[src/rtl/pd_hash_sequencer_if.sv]
// Handshake bundle between the hash sequencer, packet decoder, SHA-256 core and target comparator.
interface pd_hash_sequencer_if #(
  parameter int unsigned NONCE_W = 32
);
  logic               new_block;
  logic               abort;
  logic               hash_done;
  logic               hash_hit;
  logic [1:0]         hash_select;
  logic               hash_start;
  logic               midstate_load;
  logic [NONCE_W-1:0] nonce;
  logic               busy;
  logic               nonce_found;
  logic               exhausted;
  logic               timeout_err;

  modport master (
    output new_block, abort, hash_done, hash_hit,
    input  hash_select, hash_start, midstate_load, nonce,
    input  busy, nonce_found, exhausted, timeout_err
  );

  modport slave (
    input  new_block, abort, hash_done, hash_hit,
    output hash_select, hash_start, midstate_load, nonce,
    output busy, nonce_found, exhausted, timeout_err
  );
endinterface

[src/rtl/pd_hash_sequencer.sv]
// Chunk-1 / midstate / chunk-2 nonce-search sequencer for one 640-bit block header.
// Optional per-pass watchdog enabled by defining HASH_TIMEOUT_EN.
module pd_hash_sequencer #(
  parameter int unsigned        NONCE_W        = 32,
  parameter logic [NONCE_W-1:0] NONCE_START    = '0,
  parameter logic [NONCE_W-1:0] NONCE_LAST     = '1,
  parameter int unsigned        TIMEOUT_CYCLES = 1024
) (
  input logic               clk,
  input logic               n_rst,
  pd_hash_sequencer_if.slave bus
);

  typedef enum logic [2:0] {
    S_IDLE,
    S_C1_START,
    S_C1_WAIT,
    S_MID_LOAD,
    S_C2_START,
    S_C2_WAIT,
    S_CHECK
  } state_t;

  if (NONCE_LAST < NONCE_START || TIMEOUT_CYCLES == 0) begin : g_bad_params
    $error("pd_hash_sequencer: NONCE_LAST < NONCE_START or TIMEOUT_CYCLES == 0");
  end

  state_t             state_q, state_d;
  logic [NONCE_W-1:0] nonce_q, nonce_d;
  logic               found_q, found_d;
  logic               exh_q, exh_d;

`ifdef HASH_TIMEOUT_EN
  localparam int unsigned CNT_W = $clog2(TIMEOUT_CYCLES + 1);

  logic [CNT_W-1:0] cnt_q, cnt_d;
  logic             tmo_q, tmo_d;
  logic             cnt_expired;

  assign cnt_expired = (cnt_q == CNT_W'(TIMEOUT_CYCLES - 1));
`endif

  always_comb begin
    state_d = state_q;
    nonce_d = nonce_q;
    found_d = 1'b0;
    exh_d   = 1'b0;
`ifdef HASH_TIMEOUT_EN
    tmo_d   = 1'b0;
    // START states always precede WAIT, so the count is already zero on entry.
    cnt_d   = (state_q == S_C1_WAIT || state_q == S_C2_WAIT) ? cnt_q + 1'b1 : '0;
`endif
    if (bus.abort) begin
      state_d = S_IDLE;
    end else if (bus.new_block) begin
      state_d = S_C1_START;
      nonce_d = NONCE_START;
    end else begin
      case (state_q)
        S_C1_START: state_d = S_C1_WAIT;
        S_C1_WAIT: begin
          if (bus.hash_done) begin
            state_d = S_MID_LOAD;
          end
`ifdef HASH_TIMEOUT_EN
          else if (cnt_expired) begin
            state_d = S_C1_START;
            tmo_d   = 1'b1;
          end
`endif
        end
        S_MID_LOAD: state_d = S_C2_START;
        S_C2_START: state_d = S_C2_WAIT;
        S_C2_WAIT: begin
          if (bus.hash_done) begin
            state_d = S_CHECK;
          end
`ifdef HASH_TIMEOUT_EN
          else if (cnt_expired) begin
            state_d = S_C2_START;
            tmo_d   = 1'b1;
          end
`endif
        end
        S_CHECK: begin
          if (bus.hash_hit) begin
            found_d = 1'b1;
            state_d = S_IDLE;
          end else if (nonce_q == NONCE_LAST) begin
            exh_d   = 1'b1;
            state_d = S_IDLE;
          end else begin
            nonce_d = nonce_q + 1'b1;
            state_d = S_C2_START;
          end
        end
        default: state_d = state_q;
      endcase
    end
  end

  always_ff @(posedge clk or negedge n_rst) begin
    if (!n_rst) begin
      state_q <= S_IDLE;
      nonce_q <= NONCE_START;
      found_q <= 1'b0;
      exh_q   <= 1'b0;
`ifdef HASH_TIMEOUT_EN
      cnt_q   <= '0;
      tmo_q   <= 1'b0;
`endif
    end else begin
      state_q <= state_d;
      nonce_q <= nonce_d;
      found_q <= found_d;
      exh_q   <= exh_d;
`ifdef HASH_TIMEOUT_EN
      cnt_q   <= cnt_d;
      tmo_q   <= tmo_d;
`endif
    end
  end

  // hash_select is a pure state decode: 1 from MID_LOAD through CHECK.
  assign bus.hash_select   = {1'b0, (state_q == S_MID_LOAD || state_q == S_C2_START ||
                                     state_q == S_C2_WAIT  || state_q == S_CHECK)};
  assign bus.hash_start    = (state_q == S_C1_START) || (state_q == S_C2_START);
  assign bus.midstate_load = (state_q == S_MID_LOAD);
  assign bus.busy          = (state_q != S_IDLE);
  assign bus.nonce         = nonce_q;
  assign bus.nonce_found   = found_q;
  assign bus.exhausted     = exh_q;
`ifdef HASH_TIMEOUT_EN
  assign bus.timeout_err   = tmo_q;
`else
  assign bus.timeout_err   = 1'b0;
`endif

endmodule

[src/flat_wrapper.sv]
// flat-port wrapper written by rule: the top's interface ports become plain ports
module pd_hash_sequencer_flat 
#(
  parameter int unsigned        NONCE_W        = 32,
  parameter logic [NONCE_W-1:0] NONCE_START    = '0,
  parameter logic [NONCE_W-1:0] NONCE_LAST     = '1,
  parameter int unsigned        TIMEOUT_CYCLES = 1024
)
  (clk, n_rst, bus_new_block, bus_abort, bus_hash_done, bus_hash_hit, bus_hash_select, bus_hash_start, bus_midstate_load, bus_nonce, bus_busy, bus_nonce_found, bus_exhausted, bus_timeout_err);
  pd_hash_sequencer_if #(.NONCE_W(NONCE_W)) bus_i ();
  input logic clk;
  input logic n_rst;
  input wire logic [$bits(bus_i.new_block)-1:0] bus_new_block;
  input wire logic [$bits(bus_i.abort)-1:0] bus_abort;
  input wire logic [$bits(bus_i.hash_done)-1:0] bus_hash_done;
  input wire logic [$bits(bus_i.hash_hit)-1:0] bus_hash_hit;
  output wire logic [$bits(bus_i.hash_select)-1:0] bus_hash_select;
  output wire logic [$bits(bus_i.hash_start)-1:0] bus_hash_start;
  output wire logic [$bits(bus_i.midstate_load)-1:0] bus_midstate_load;
  output wire logic [$bits(bus_i.nonce)-1:0] bus_nonce;
  output wire logic [$bits(bus_i.busy)-1:0] bus_busy;
  output wire logic [$bits(bus_i.nonce_found)-1:0] bus_nonce_found;
  output wire logic [$bits(bus_i.exhausted)-1:0] bus_exhausted;
  output wire logic [$bits(bus_i.timeout_err)-1:0] bus_timeout_err;
  assign bus_i.new_block = bus_new_block;
  assign bus_i.abort = bus_abort;
  assign bus_i.hash_done = bus_hash_done;
  assign bus_i.hash_hit = bus_hash_hit;
  assign bus_hash_select = bus_i.hash_select;
  assign bus_hash_start = bus_i.hash_start;
  assign bus_midstate_load = bus_i.midstate_load;
  assign bus_nonce = bus_i.nonce;
  assign bus_busy = bus_i.busy;
  assign bus_nonce_found = bus_i.nonce_found;
  assign bus_exhausted = bus_i.exhausted;
  assign bus_timeout_err = bus_i.timeout_err;
  pd_hash_sequencer #(.NONCE_W(NONCE_W), .NONCE_START(NONCE_START), .NONCE_LAST(NONCE_LAST), .TIMEOUT_CYCLES(TIMEOUT_CYCLES)) u_core (.clk(clk), .n_rst(n_rst), .bus(bus_i));
endmodule
[config.mk]
export PLATFORM = sky130hd
export DESIGN_NAME = pd_hash_sequencer_flat
export DESIGN_NICKNAME = d
export VERILOG_FILES = /design/src/rtl/pd_hash_sequencer_if.sv /design/src/rtl/pd_hash_sequencer.sv /design/src/flat_wrapper.sv
export SDC_FILE = /design/constraint.sdc
export NUM_CORES = 1
export LEC_CHECK = 0
export CAP_MARGIN = 30
export CORE_MARGIN = 4
export CORE_UTILIZATION = 50
export DETAILED_ROUTE_END_ITERATION = 10
export GPL_TIMING_DRIVEN = 0
export HOLD_SLACK_MARGIN = 0.08
export MAX_ROUTING_LAYER = met4
export PLACE_DENSITY = 0.81
export SLEW_MARGIN = 40
export SYNTH_ARGS = -nofsm -noshare
export SYNTH_HDL_FRONTEND = slang
export SYNTH_SLANG_ARGS = --single-unit
[constraint.sdc]
create_clock -name clk -period 3 [get_ports clk]
set_clock_uncertainty 0.15 [all_clocks]
set_input_delay 0.6 -clock clk [delete_from_list [all_inputs] [get_ports clk]]
set_output_delay 0.6 -clock clk [all_outputs]
set_load 0.005 [all_outputs]
==> run summary, run 1 <==
The logs give 0 for the remaining antenna violation count after routing and 0.8368 for the routability-driven placement congestion ratio. Data on the critical path is required at its endpoint by 3000 ps. The routed design has 5.049 mm of wire. The post-route minimum period works out to 2659 ps. The tools report the starting utilization of the core area as 52.24%. Entering global routing, the biggest net connects 22 pins.

The power share of the sequential group is 54.8%. STA classifies the critical path startpoint as a flip-flop. The startpoint of the worst register-to-register path is u_core.bus.nonce[4]. Setup repair after global routing left no endpoint under its margin.

The number of cell rows was 23. The clock passes through at most 2 buffers. The floorplan step defined a core boundary enclosing 0.004029 mm2. Across the whole layout, storage elements account for 925.9 um2. In this run the cell area measured after placement is 0.002614 mm2. In this run, synthesis inferred 0 flip-flops with an integrated enable. Kind of end point of the critical path: a flip-flop. From bottom edge to top edge, the die measures 72.88 um. Dividing the detail-routed via count by the number of cells gives 5.872. At the end of the flow the core is filled with cells to 67.02%. The area of the multi-input gates was 0.001099 mm2; the total number of vias was 1967. The share of total power dissipated in the clock network is 38.9%. For this design, the CTS-stage hold fixing added 0 buffers. The arrival time of the worst setup path was 2660 ps. For the pin with the worst max-slew slack, the measured transition is 530.6 ps. The number of warnings printed during yosys synthesis was 0; the portion of the post-synthesis area used by sequential elements was 44.00%.

The half-perimeter wire length after placement is 3.691 mm, and the number of global-route vias before repair is 1824. The finished layout cell area came out at 0.002700 mm2. In this run the static leakage power is 1.093 nW. The flow ran to the end, and the final reports show no timing, DRC or antenna violations.

IR analysis of the VDD net gives a maximum drop of 0.4022 mV. Global routing finished with a remaining overflow of 0. The net switching component of the power came out at 0.2102 mW. The worst register-to-register path has a depth of 6.

From synthesis to final layout, the design area changed by 28.30%. The total setup violations reported at the end of the flow is 0, and the number of nets in the final layout is 292. 0 antenna diodes ended up in the layout. For this run, the leading register cell type out of synthesis is dfrtp_1. The number of setup buffers added after CTS is 0. The average routed wire per standard cell works out to 15.07 um. The clock root buffer was clkbuf_8. The first global-routing pass estimated 8.638 mm of wire.

The launch point of the critical path was u_core.bus.nonce[4]. The switching share of power was 22.91%. Across every metal layer, demand over resource in global routing totals 21.35%. The first routing iteration left 131 violations. In this run the critical register-to-register path is captured at u_core.bus.nonce[29].

The number of instances in the synthesized netlist was 234; the clock slew seen by the registers of the worst setup and hold paths was 70 ps. The cell area after synthesis came out at 0.002105 mm2. The floorplan step defined a die boundary enclosing 0.005311 mm2. Derived from the worst setup path, the maximum achievable clock frequency is 376.0 MHz. Cells with a size suffix above 1 make up 8.421% of the layout. The clock sink total is 37. Across the run, the number of max-cap violations was 0. The setup TNS is 0 ps. The number of failing hold endpoints at the final stage is 0, and the number of max-slew violations in the final report is 0. The maximum level of the CTS H-tree is 2. The share of total power dissipated in combinational logic is 6.3%. For the worst-skew pair, the clock arrives at the later sink with an insertion delay of 290 ps. The maximum fanout along the worst path is 7, and the worst-case register-to-register setup slack is 340 ps. The die is 72.88 um wide. Proportion of register bits with asynchronous set or reset after synthesis: 100.0%. The library cell used most frequently in the layout, excluding fill and tap cells, is clkdlybuf4s50_1.

For the internal portion of total power, the log shows 0.7072 mW. The synthesized area per cell was 8.994 um2; the power density over cell area was 339.7 mW/mm2. The tools report the worst slew margin relative to its limit as 64.62%. The number of buffers inserted by port buffering was 42; the number of antenna violations at the first check in global routing was 0.

The layout has 346 filler cells. The path class of the tightest hold or removal check is primary input to async pin. The library cells used most frequently in the layout, excluding fill and tap cells, are clkdlybuf4s50_1 (41), dfrtp_1 (37), nor2_1 (25). Synthesis instantiated 43 different standard cells from the library. The final clock period utilization by the worst path came out at 88.65%.

Post-CTS repair changed the size of 0 cells. Number of flip-flops and latches in the synthesized netlist: 37. Before antenna repair, the detailed router went through 4 iterations. The critical path is of the flip-flop to flip-flop type. CTS buffer count: 5. The run gives 46 as the number of primary I/O pins. Last element of the critical path: u_core.bus.nonce[29].

In the routed design, unresolved DRC markers number 0. TritonCTS built the clock tree.
[synth_stat cells, types with 3 or more instances]
cell	number	area (um2)
inv_1	4	15.01
xor2_1	12	105.1
dfrtp_1	37	925.9
nand3_1	14	70.07
and3_1	9	56.30
buf_4	3	22.52
a21oi_1	19	95.09
clkbuf_1	5	18.77
xnor2_1	3	26.28
nand4_1	9	56.30
or3_1	10	62.56
nor3_1	5	25.02
or4_1	6	45.04
o21ai_0	14	70.07
nor2_1	25	93.84
nand2_1	24	90.09
[power by group through the flow]
stage               logic (mW)  clock network [mW]  registers, mW
floorplan               0.0258                   0          0.512
finish                  0.0575               0.357          0.503
global route            0.0640               0.384          0.503
global placement        0.0544                   0          0.513
detailed placement      0.0587                   0          0.513
CTS                     0.0586               0.360          0.503
[area by class of cell]
cell class                 count  area share, %
buffer                        11          2.549
clock buffer                   7          3.197
inverter                       4         0.5561
multi-input combinational    183          40.69
sequential                    37          34.29
tap                           50          2.317
timing repair buffer          43          16.40
[cell families after synthesis]
group,after synthesis,synth area share (%)
other,1,0.1782
buffers and inverters,15,3.983
DFF,37,44.00
xor gates and xnor gates,15,6.243
and+or+nand+nor,121,32.40
AOI/OAI and AO/OA,44,12.60
adders and majority gates,1,0.5944
[sequential cells by signal, indices dropped and copies added, names as in the netlist]
register	cells
u_core.bus.exhausted	1
u_core.state_q	3
u_core.bus.nonce_found	1
u_core.bus.nonce	32
[per-stage QoR]
stage,hold slack [ps],power [mW],cells,setup slack [ps]
3_3_place_gp,410.5,0.5671,327,307.0
5_1_grt,118.2,0.9515,335,169.8
2_1_floorplan,154.4,0.5381,235,664.1
4_1_cts,103.4,0.9220,335,369.0
3_5_place_dp,415.5,0.5713,328,341.0
6_report,96.72,0.9173,335,340.5
[worst min path at each step]
stage                               from              endpoint  slack [ps]  depth (start not counted)
floorplan                          n_rst  u_core.bus.exhausted         150                          0
global placement    u_core.bus.nonce[25]  u_core.bus.nonce[25]         410                          2
detailed placement                 n_rst     u_core.state_q[1]         420                          1
CTS                                n_rst     u_core.state_q[0]         100                          1
global route                       n_rst     u_core.state_q[1]         120                          1
finish                             n_rst   u_core.bus.nonce[2]         100                          1
[routing by layer]
layer	vias up	global-route usage [%]	wire [um]
li1	946	-	-
met1	948	30.01	2347
met2	67	31.66	2395
met3	6	4.408	261
met4	0	5.328	44
met5	-	-	0
[worst max-delay path, cell delays in order, from the launching register on]
cell	delay, ps
dfrtp_1	490
nand4_2	240
nor3_2	460
nand4_1	330
or3b_2	580
o21ai_0	180
a21oi_1	90
(Power assumes the default switching activity.)
==> inputs of run 2 (changes only) <==
- CORE_UTILIZATION: 50 -> 45
- PLACE_DENSITY: 0.81 -> 0.74
- SLEW_MARGIN: 40 -> default
==> run summary, run 2 (same netlist as run 1, synthesis figures left out) <==
The run gives 38 (+73%) as the maximum number of pins on one net before global-route repair. The critical path is of the flip-flop to flip-flop type. The run gives 0 (unchanged) as the number of antenna violations at the first check in global routing. Number of violations reported at the end of detailed-routing iteration 0: 120 (-8.4%). The length in cells of the worst reg-to-reg path was 6 (unchanged). The tools report the total setup buffers inserted after CTS as 0 (unchanged). The peak supply drop was 0.1844 mV (-54%). In this run the worst hold path is classified as primary input to async pin.

The arrival time of the worst setup path is 2740 ps (+80 ps), and the final clock period utilization by the worst path is 90.75% (+2.1 points). The routability-driven placement congestion ratio is 0.8341 (-0.32%). The timing-limited maximum frequency was 367.3 MHz (-2.3%); the worst-case register-to-register setup slack was 280 ps (-60 ps). The aggregate global-route resource usage came out at 19.99% (-1.4 points). The number of primary I/O pins is 46 (unchanged). The remaining antenna violation count after routing was 0 (unchanged); the pin slew with the least headroom to its limit was 859.4 ps (+328.8 ps). The clock root buffer was clkbuf_8. The power density over cell area is 340.2 mW/mm2 (+0.12%), and the clock sink total is 37 (unchanged). The remaining global-route overflow is 0 (unchanged). Average routed wire per standard cell: 15.99 um (+6.1%).

The tools report the number of remaining DRC errors as 0 (unchanged). Setup repair after global routing left no endpoint under its margin. Sum of routed wire length over all layers: 5.371 mm (+6.4%). Number of flip-flops under the largest register name: 32 (unchanged). In this run the critical register-to-register path is captured at u_core.bus.nonce[27].

The maximum fanout along the worst path is 7 (unchanged). The share of the core filled with cells is 60.19% (-6.8 points). Element type at the critical path start: a flip-flop. The count of antenna diodes in the layout came out at 0 (unchanged).

The half-perimeter wire length after placement was 3.744 mm (+1.5%); the first-pass GRT wire length was 9.266 mm (+7.3%). The run gives 42.71% (-22 points) as the worst slew margin relative to its limit. TritonCTS built the clock tree. The total number of vias was 1941 (-1.3%).

The number of gates resized after CTS is 0 (unchanged). The number of buffers inserted by port buffering is 42 (unchanged), and the floorplan core area is 0.004444 mm2 (+10%). The die height was 76.39 um (+4.8%). The starting utilization of the core area was 47.35% (-4.9 points). The reported max-cap violation count was 0 (unchanged). For the number of nets in the final layout, the log shows 291 (-0.34%). The insertion delay to the later sink of the worst-skew pair is 290 ps (about the same), and the clock slew seen by the registers of the worst setup and hold paths is 70 ps (about the same). Setup TNS: 0 ps (unchanged).

Number of cell rows: 24 (+4.3%). The flow ran to the end, and the final reports show no timing, DRC or antenna violations. Leaving out fill and tap cells, the most frequent cell in the layout is clkdlybuf4s50_1. The static leakage power is 1.081 nW (-1.2%), and the layout-stage area growth over the synthesis result is 27.11%. The share of layout cells above drive strength 1 is 8.099% (-0.32 points).

For the required time of the worst setup path, the log shows 3010 ps (about the same). The kind of end point of the critical path was a flip-flop. The maximum buffer depth of the clock tree is 2 (unchanged), and the number of buffers inserted by hold repair at cts is 0 (unchanged). The number of search-and-repair iterations in the first detailed-routing pass came out at 4 (unchanged).

The floorplan die area was 0.005835 mm2 (+9.9%); the finished layout cell area was 0.002675 mm2 (-0.93%). The tools report the startpoint of the worst register-to-register path as u_core.bus.nonce[2]. The horizontal die dimension is 76.39 um (+4.8%). For the number of failing hold endpoints at the final stage, the log shows 0 (unchanged). The run gives 0 (unchanged) as the number of max-slew violations in the final report.

The logs give 2 (unchanged) for the maximum level of the CTS H-tree and 0.002589 mm2 (-0.96%) for the total cell area at the placement stage. The post-route minimum period came out at 2722 ps (+62.99 ps). The vias per cell is 5.777 (-1.6%). The run gives 0 (unchanged) as the total setup violations reported at the end of the flow. The tools report the CTS buffer count as 5 (unchanged). The number of global-route vias before repair was 1939 (+6.3%). In the layout the commonest cells are clkdlybuf4s50_1 (41), dfrtp_1 (37), nor2_1 (25).
==> run 2: cell count changes in the layout (fill, tap and decap cells not counted) <==
cell	delta
buf_16	-1
==> run 2: how the worst max path moves through the flow <==
stage                              startpoint  cells past startpoint                   end
after floorplan                     bus_abort                      6  u_core.bus.nonce[29]
after global placement                  n_rst                      1  u_core.bus.nonce[15]
after detailed placement            bus_abort                      6  u_core.bus.nonce[29]
after CTS                 u_core.bus.nonce[2]                      6  u_core.bus.nonce[29]
after global routing      u_core.bus.nonce[2]                      6  u_core.bus.nonce[29]
final                     u_core.bus.nonce[2]                      6  u_core.bus.nonce[27]
==> run 2: cell type report <==
type / instances / area [um2]
flip-flops and latches: 37 / 925.9
plain buffers: 11 / 68.82
multi-input cells: 183 / 1099
repair buffers: 42 / 415.4
clock buffers: 7 / 86.33
well taps: 52 / 65.06
inverters: 4 / 15.01
fillers: 437 / 1769
==> run 2: critical path, cell delays in order (launching register included) <==
cell     delay (ps)
dfrtp_1         460
nand4_1         310
nor3_2          470
nand4_1         330
or3b_2          570
o21ai_0         200
a21oi_1         100
==> run 2: stage by stage <==
stage	total power [mW]	hold slack (ps)	setup WS, ps	instances
final	0.9100	267.2	277.5	336
after global placement	0.5672	412.3	286.1	329
after CTS	0.9200	289.1	289.0	336
after floorplan	0.5381	154.4	664.1	235
after global routing	0.9434	329.9	154.4	336
after detailed placement	0.5666	413.3	312.0	329
==> run 2: per-layer routing <==
layer  wire (um)  track usage, %  up-vias
li1            -               -      948
met1        2553           25.06      940
met2        2546           31.99       46
met3         203           4.846        7
met4          68           6.341        0
met5           0               -        -
==> run 2: power by group <==
part           leakage [nW]  internal [mW]  switching (mW)  total [mW]
Clock                0.0443          0.182           0.171       0.354
Combinational         0.521         0.0209          0.0322      0.0531
Sequential            0.516          0.500         0.00291       0.503
==> inputs of run 3 (changes only) <==
- PLACE_DENSITY: 0.74 -> 0.72
==> run summary, run 3 (same netlist as run 1, synthesis figures left out) <==
The maximum fanout along the worst path came out at 7 (unchanged). The tools report the worst slew margin relative to its limit as 45.17% (+2.5 points). The logs give 290 ps (about the same) for the insertion delay to the later sink of the worst-skew pair and 0 ps (unchanged) for the setup TNS. The maximum level of the CTS H-tree was 2 (unchanged); the maximum buffer depth of the clock tree was 2 (unchanged).

The global routing stage identified its most utilized layer as met2. The floorplan core area was 0.004444 mm2 (unchanged); the total setup violations reported at the end of the flow was 0 (unchanged). The tools report the CTS buffer count as 5 (unchanged).

The met3 routing resource usage after global routing was 4.019% (-0.83 points). The clock sink total came out at 37 (unchanged). The min-delay analysis places its worst path in the category primary input to async pin.

The tools report the maximum number of pins on one net before global-route repair as 38 (unchanged). The number of nets in the final layout came out at 291 (unchanged). TritonCTS built the clock tree. The run finished with clean final reports.

The pin slew with the least headroom to its limit works out to 822.5 ps (-36.89 ps). The number of failing hold endpoints at the final stage was 0 (unchanged); the arrival time of the worst setup path was 2630 ps (-110 ps). The aggregate global-route resource usage came out at 19.01% (-0.99 points). The root buffer cell chosen for the clock tree is clkbuf_8.

The number of flip-flops under the largest register name is 32 (unchanged), and the post-route minimum period is 2625 ps (-97.28 ps). The required time of the worst setup path was 3000 ps (about the same); the number of global-route vias before repair was 1873 (-3.4%). The total power is 1.001 mW (+10%).

The share of layout cells above drive strength 1 was 8.421% (+0.32 points); the power density over cell area was 370.2 mW/mm2 (+8.8%). The floorplan die area came out at 0.005835 mm2 (unchanged). The number of remaining DRC errors is 0 (unchanged).

The worst setup path is captured at a flip-flop. Met1 track demand over resource: 25.11% (+0.057 points). Launch point of the critical path: u_core.bus.nonce[0]. For the number of violations reported at the end of detailed-routing iteration 0, the log shows 115 (-4.2%). The run gives 29.35% (-2.6 points) as the met2 track utilization from global routing. The tools report the number of antenna violations at the first check in global routing as 0 (unchanged). The peak supply drop came out at 0.3206 mV (+74%). The number of gates resized after CTS was 0 (unchanged). The reported max-cap violation count was 0 (unchanged). The sum of routed wire length over all layers was 5.107 mm (-4.9%); the first-pass GRT wire length was 8.838 mm (-4.6%).

The starting utilization of the core area is 47.35% (unchanged). The half-perimeter wire length after placement is 3.595 mm (-4.0%). In the layout the commonest cells are clkdlybuf4s50_1 (41), dfrtp_1 (37), nor2_1 (25). The vias per cell is 5.789 (+0.22%), and the number of primary I/O pins is 46 (unchanged).

Final clock period utilization by the worst path: 87.51% (-3.2 points). The remaining global-route overflow came out at 0 (unchanged). The count of antenna diodes in the layout is 0 (unchanged).

For the remaining antenna violation count after routing, the log shows 0 (unchanged). The average routed wire per standard cell works out to 15.15 um (-5.2%). The layout-stage area growth over the synthesis result was 28.54%; the number of buffers inserted by port buffering was 42 (unchanged).

Setup repair after global routing left no endpoint under its margin. The die height was 76.39 um (unchanged). The tools report the number of buffers inserted by hold repair at cts as 0 (unchanged).

For the routability-driven placement congestion ratio, the log shows 0.8412 (+0.85%). The clock slew seen by the registers of the worst setup and hold paths came out at 70 ps (about the same). The number of search-and-repair iterations in the first detailed-routing pass was 4 (unchanged). The critical path in this run is classified as flip-flop to flip-flop.

The tools report the number of max-slew violations in the final report as 0 (unchanged). The most common cell after layout, fill and taps aside is clkdlybuf4s50_1. The tools report the static leakage power as 1.095 nW (+1.3%). In this run the critical register-to-register path is launched from u_core.bus.nonce[0].

The tools report the element type at the critical path start as a flip-flop. The tools report the total number of vias as 1951 (+0.52%). The total setup buffers inserted after CTS was 0 (unchanged). Timing-limited maximum frequency: 380.9 MHz (+3.7%). The number of cell rows came out at 24 (unchanged). The horizontal die dimension was 76.39 um (unchanged).
## run 3: changes by cell type in the layout (fill, tap and decap cells not counted), sizes merged
cell,previous run,this run
bufinv,0,1
## run 3: worst paths after layout
check,end,slack [ps],cells after the start
max,u_core.bus.nonce[29],370,6
min,u_core.state_q[2],250,1
max reg2reg,u_core.bus.nonce[29],370,6
min reg2reg,u_core.bus.nonce[25],430,2
max in group asynchronous,u_core.bus.nonce[8],1920,1
min in group clk,u_core.state_q[0],360,2
## run 3: per-stage QoR
step                      cells  utilization [%]  instance area, um2  worst slack, ps  hold slack (ps)
after floorplan             235                -                2108            664.1            154.4
after global placement      329            58.36                2594            281.8            408.6
after detailed placement    329            58.25                2589            303.9            413.9
after CTS                   337            60.87                2705            390.3            276.0
after global routing        337            60.87                2705            211.0            333.9
final                       337            60.87                2705            374.8            247.5
## run 3: metal layers
| metal | vias up | wire length (um) |
|---|---|---|
| li1 | 949 | - |
| met1 | 941 | 2409 |
| met2 | 54 | 2400 |
| met3 | 7 | 236 |
| met4 | 0 | 61 |
| met5 | - | 0 |
## run 3: final cells by class
type | instances | area [um2]
fillers | 406 | 1739
repair buffers | 42 | 415.4
clock buffers | 7 | 86.33
inverters | 4 | 15.01
flip-flops and latches | 37 | 925.9
well taps | 52 | 65.06
plain buffers | 11 | 68.82
multi-input cells | 183 | 1099
clock inverters | 1 | 30.03
## run 3: report_power, final
group          internal (mW)  total (mW)  switching (mW)
sequential             0.500       0.503         0.00307
combinational         0.0209      0.0533          0.0323
clock                  0.271       0.445           0.174
total                  0.792        1.00           0.209
## run 3: worst max-delay path, cell delays in order, from the launching register on
cell	delay, ps
dfrtp_1	450
nand4_1	270
nor3_2	430
nand4_1	340
or3b_2	590
o21ai_0	170
a21oi_1	80
==> RTL change (config.mk and constraints of run 2) <==
The 7 states of `state_t` get a one-hot encoding in 7 bits.
--- a/src/rtl/pd_hash_sequencer.sv
+++ b/src/rtl/pd_hash_sequencer.sv
@@ -11,14 +11,14 @@
   pd_hash_sequencer_if.slave bus
 );
 
-  typedef enum logic [2:0] {
-    S_IDLE,
-    S_C1_START,
-    S_C1_WAIT,
-    S_MID_LOAD,
-    S_C2_START,
-    S_C2_WAIT,
-    S_CHECK
+  typedef enum logic [6:0] {
+    S_IDLE     = 7'b0000001,
+    S_C1_START = 7'b0000010,
+    S_C1_WAIT  = 7'b0000100,
+    S_MID_LOAD = 7'b0001000,
+    S_C2_START = 7'b0010000,
+    S_C2_WAIT  = 7'b0100000,
+    S_CHECK    = 7'b1000000
   } state_t;
 
   if (NONCE_LAST < NONCE_START || TIMEOUT_CYCLES == 0) begin : g_bad_params
Formal check against the unedited RTL: no difference found for any inputs over 10 cycles, from zero or initial values and one cycle with n_rst low; not proved beyond that.
==> RTL change against run 2 <==
Area after synthesis rose by 20%; power rose by 32%; global-route usage fell by 0.81 points; sequential cell count rose by 4; count of clock-buffer cells in the layout fell by 2; routed wire length rose by 16%; worst setup slack got worse by 0.015 ns; die area rose by 18%; maximum frequency fell by 0.54%; critical path depth fell by 2; final area rose by 20%.
==> RTL change: results <==
metrics = {
    "setup_path": {
        "critPathMaxStageDelay_ns": 0.51,
        "crit_path_end": "bus_midstate_load",
        "slowest_stage": "clkdlybuf4s50_1",
        "rrSetupSlack_ns": 0.40,
        "arrival_ns": 1.99,
        "crit_type": "reg -> out",
        "timing.rr.end": "u_core.bus.nonce[26]",
        "critPathMaxFanout": 10,
        "startpoint": "u_core.state_q[1]",
        "critPathTopFamily": "buffers and inverters",
        "worstRegToRegCells": 6,
    },
    "pwr": {
        "p_leak_nw": 1.26,
        "switchingPower_mw": 0.265,
        "p_comb_share_pct": 8.3,
        "p_clk_share_pct": 44.3,
        "p_per_area_mw_per_mm2": 372,
        "vdd_drop_max_mv": 0.249,
    },
    "grt": {
        "grt_max_degree": 28,
        "grt_pass1_wl_mm": 10.9,
        "antenna_found_initial": 0,
        "use_met2_pct": 30.3,
        "use_met1_pct": 26.0,
        "grt_pass1_vias": 2235,
        "track_usage_pct": 19.2,
        "gr-usage-met3_pct": 3.37,
    },
    "drt": {
        "wl_met2_mm": 2.97,
        "vias": 2400,
        "drtIter0Drc": 167,
        "firstDrtPassIters": 6,
        "wire_per_inst_um": 15.4,
        "avgViaCountPerCell": 5.94,
        "m1WireLength_mm": 2.94,
        "route.met3.wl_um": 274,
    },
    "synthesis": {
        "synthAdderAreaFrac_pct": 0.496,
        "synth_compound_area_share_pct": 16.4,
        "syn_inst": 280,
        "post_synth_most_frequent_cells": "dfrtp_1, nand2_1, a21oi_1",
        "muxShareOfSynthArea_pct": 2.13,
        "seq_area_frac_synth_pct": 40.7,
        "synth_xor_area_share_pct": 3.13,
        "yosys_warnings": 0,
        "ys_types": 59,
        "netlist_top_cells_area": "dfrtp_1, nand2_1, a21oi_1",
    },
    "timing": {
        "slew_headroom_pct": 53.8,
        "setup_slack_ns": 0.263,
    },
    "outcome": {
        "status": "completed",
    },
    "place": {
        "gp_congestion": 0.908,
        "place_area_mm2": 0.00306,
        "dpl_worst_slack_ns": 0.0146,
        "hpwlAfterDp_mm": 4.60,
        "dp.cells": 395,
        "io_buffers": 43,
    },
    "hold_path": {
        "hp-class": "reg -> reg",
    },
    "layout": {
        "drive_gt1_share_pct": 9.58,
        "largest_register_ffs": 32,
        "nets": 340,
        "design_area_mm2": 0.00322,
    },
    "clocking": {
        "insertion_delay_ns": 0.30,
        "cts_setup_buffers": 0,
        "clockRootBuffer": "clkbuf_8",
    },
}
## RTL change: timing repair
action                     4_1_cts  5_1_grt
pin swaps                        0        1
hold buffers                     1        0
setup endpoints to repair        1        2
gates resized for setup          2        2
hold endpoints to repair        13        0
## RTL change: area by class of cell
type | instances | area, µm²
Fill cell | 481 | 2050
Inverter | 10 | 37.5
Timing Repair Buffer | 45 | 458
Sequential cell | 41 | 1030
Clock buffer | 5 | 68.8
Multi-Input combinational cell | 219 | 1420
Tap cell | 70 | 87.6
Buffer | 11 | 56.3
Clock inverter | 3 | 65.1
## RTL change: worst min path at each step
stage,cells after the start,startpoint,slack [ns],endpoint
CTS,2,u_core.bus.nonce[1],0.45,u_core.bus.nonce[1]
floorplan,0,n_rst,0.15,u_core.bus.exhausted
global route,2,u_core.bus.nonce[6],0.47,u_core.bus.nonce[6]
detailed placement,1,n_rst,0.39,u_core.bus.nonce[28]
global placement,2,u_core.bus.nonce[0],0.42,u_core.bus.nonce[0]
finish,2,u_core.bus.nonce[1],0.44,u_core.bus.nonce[1]
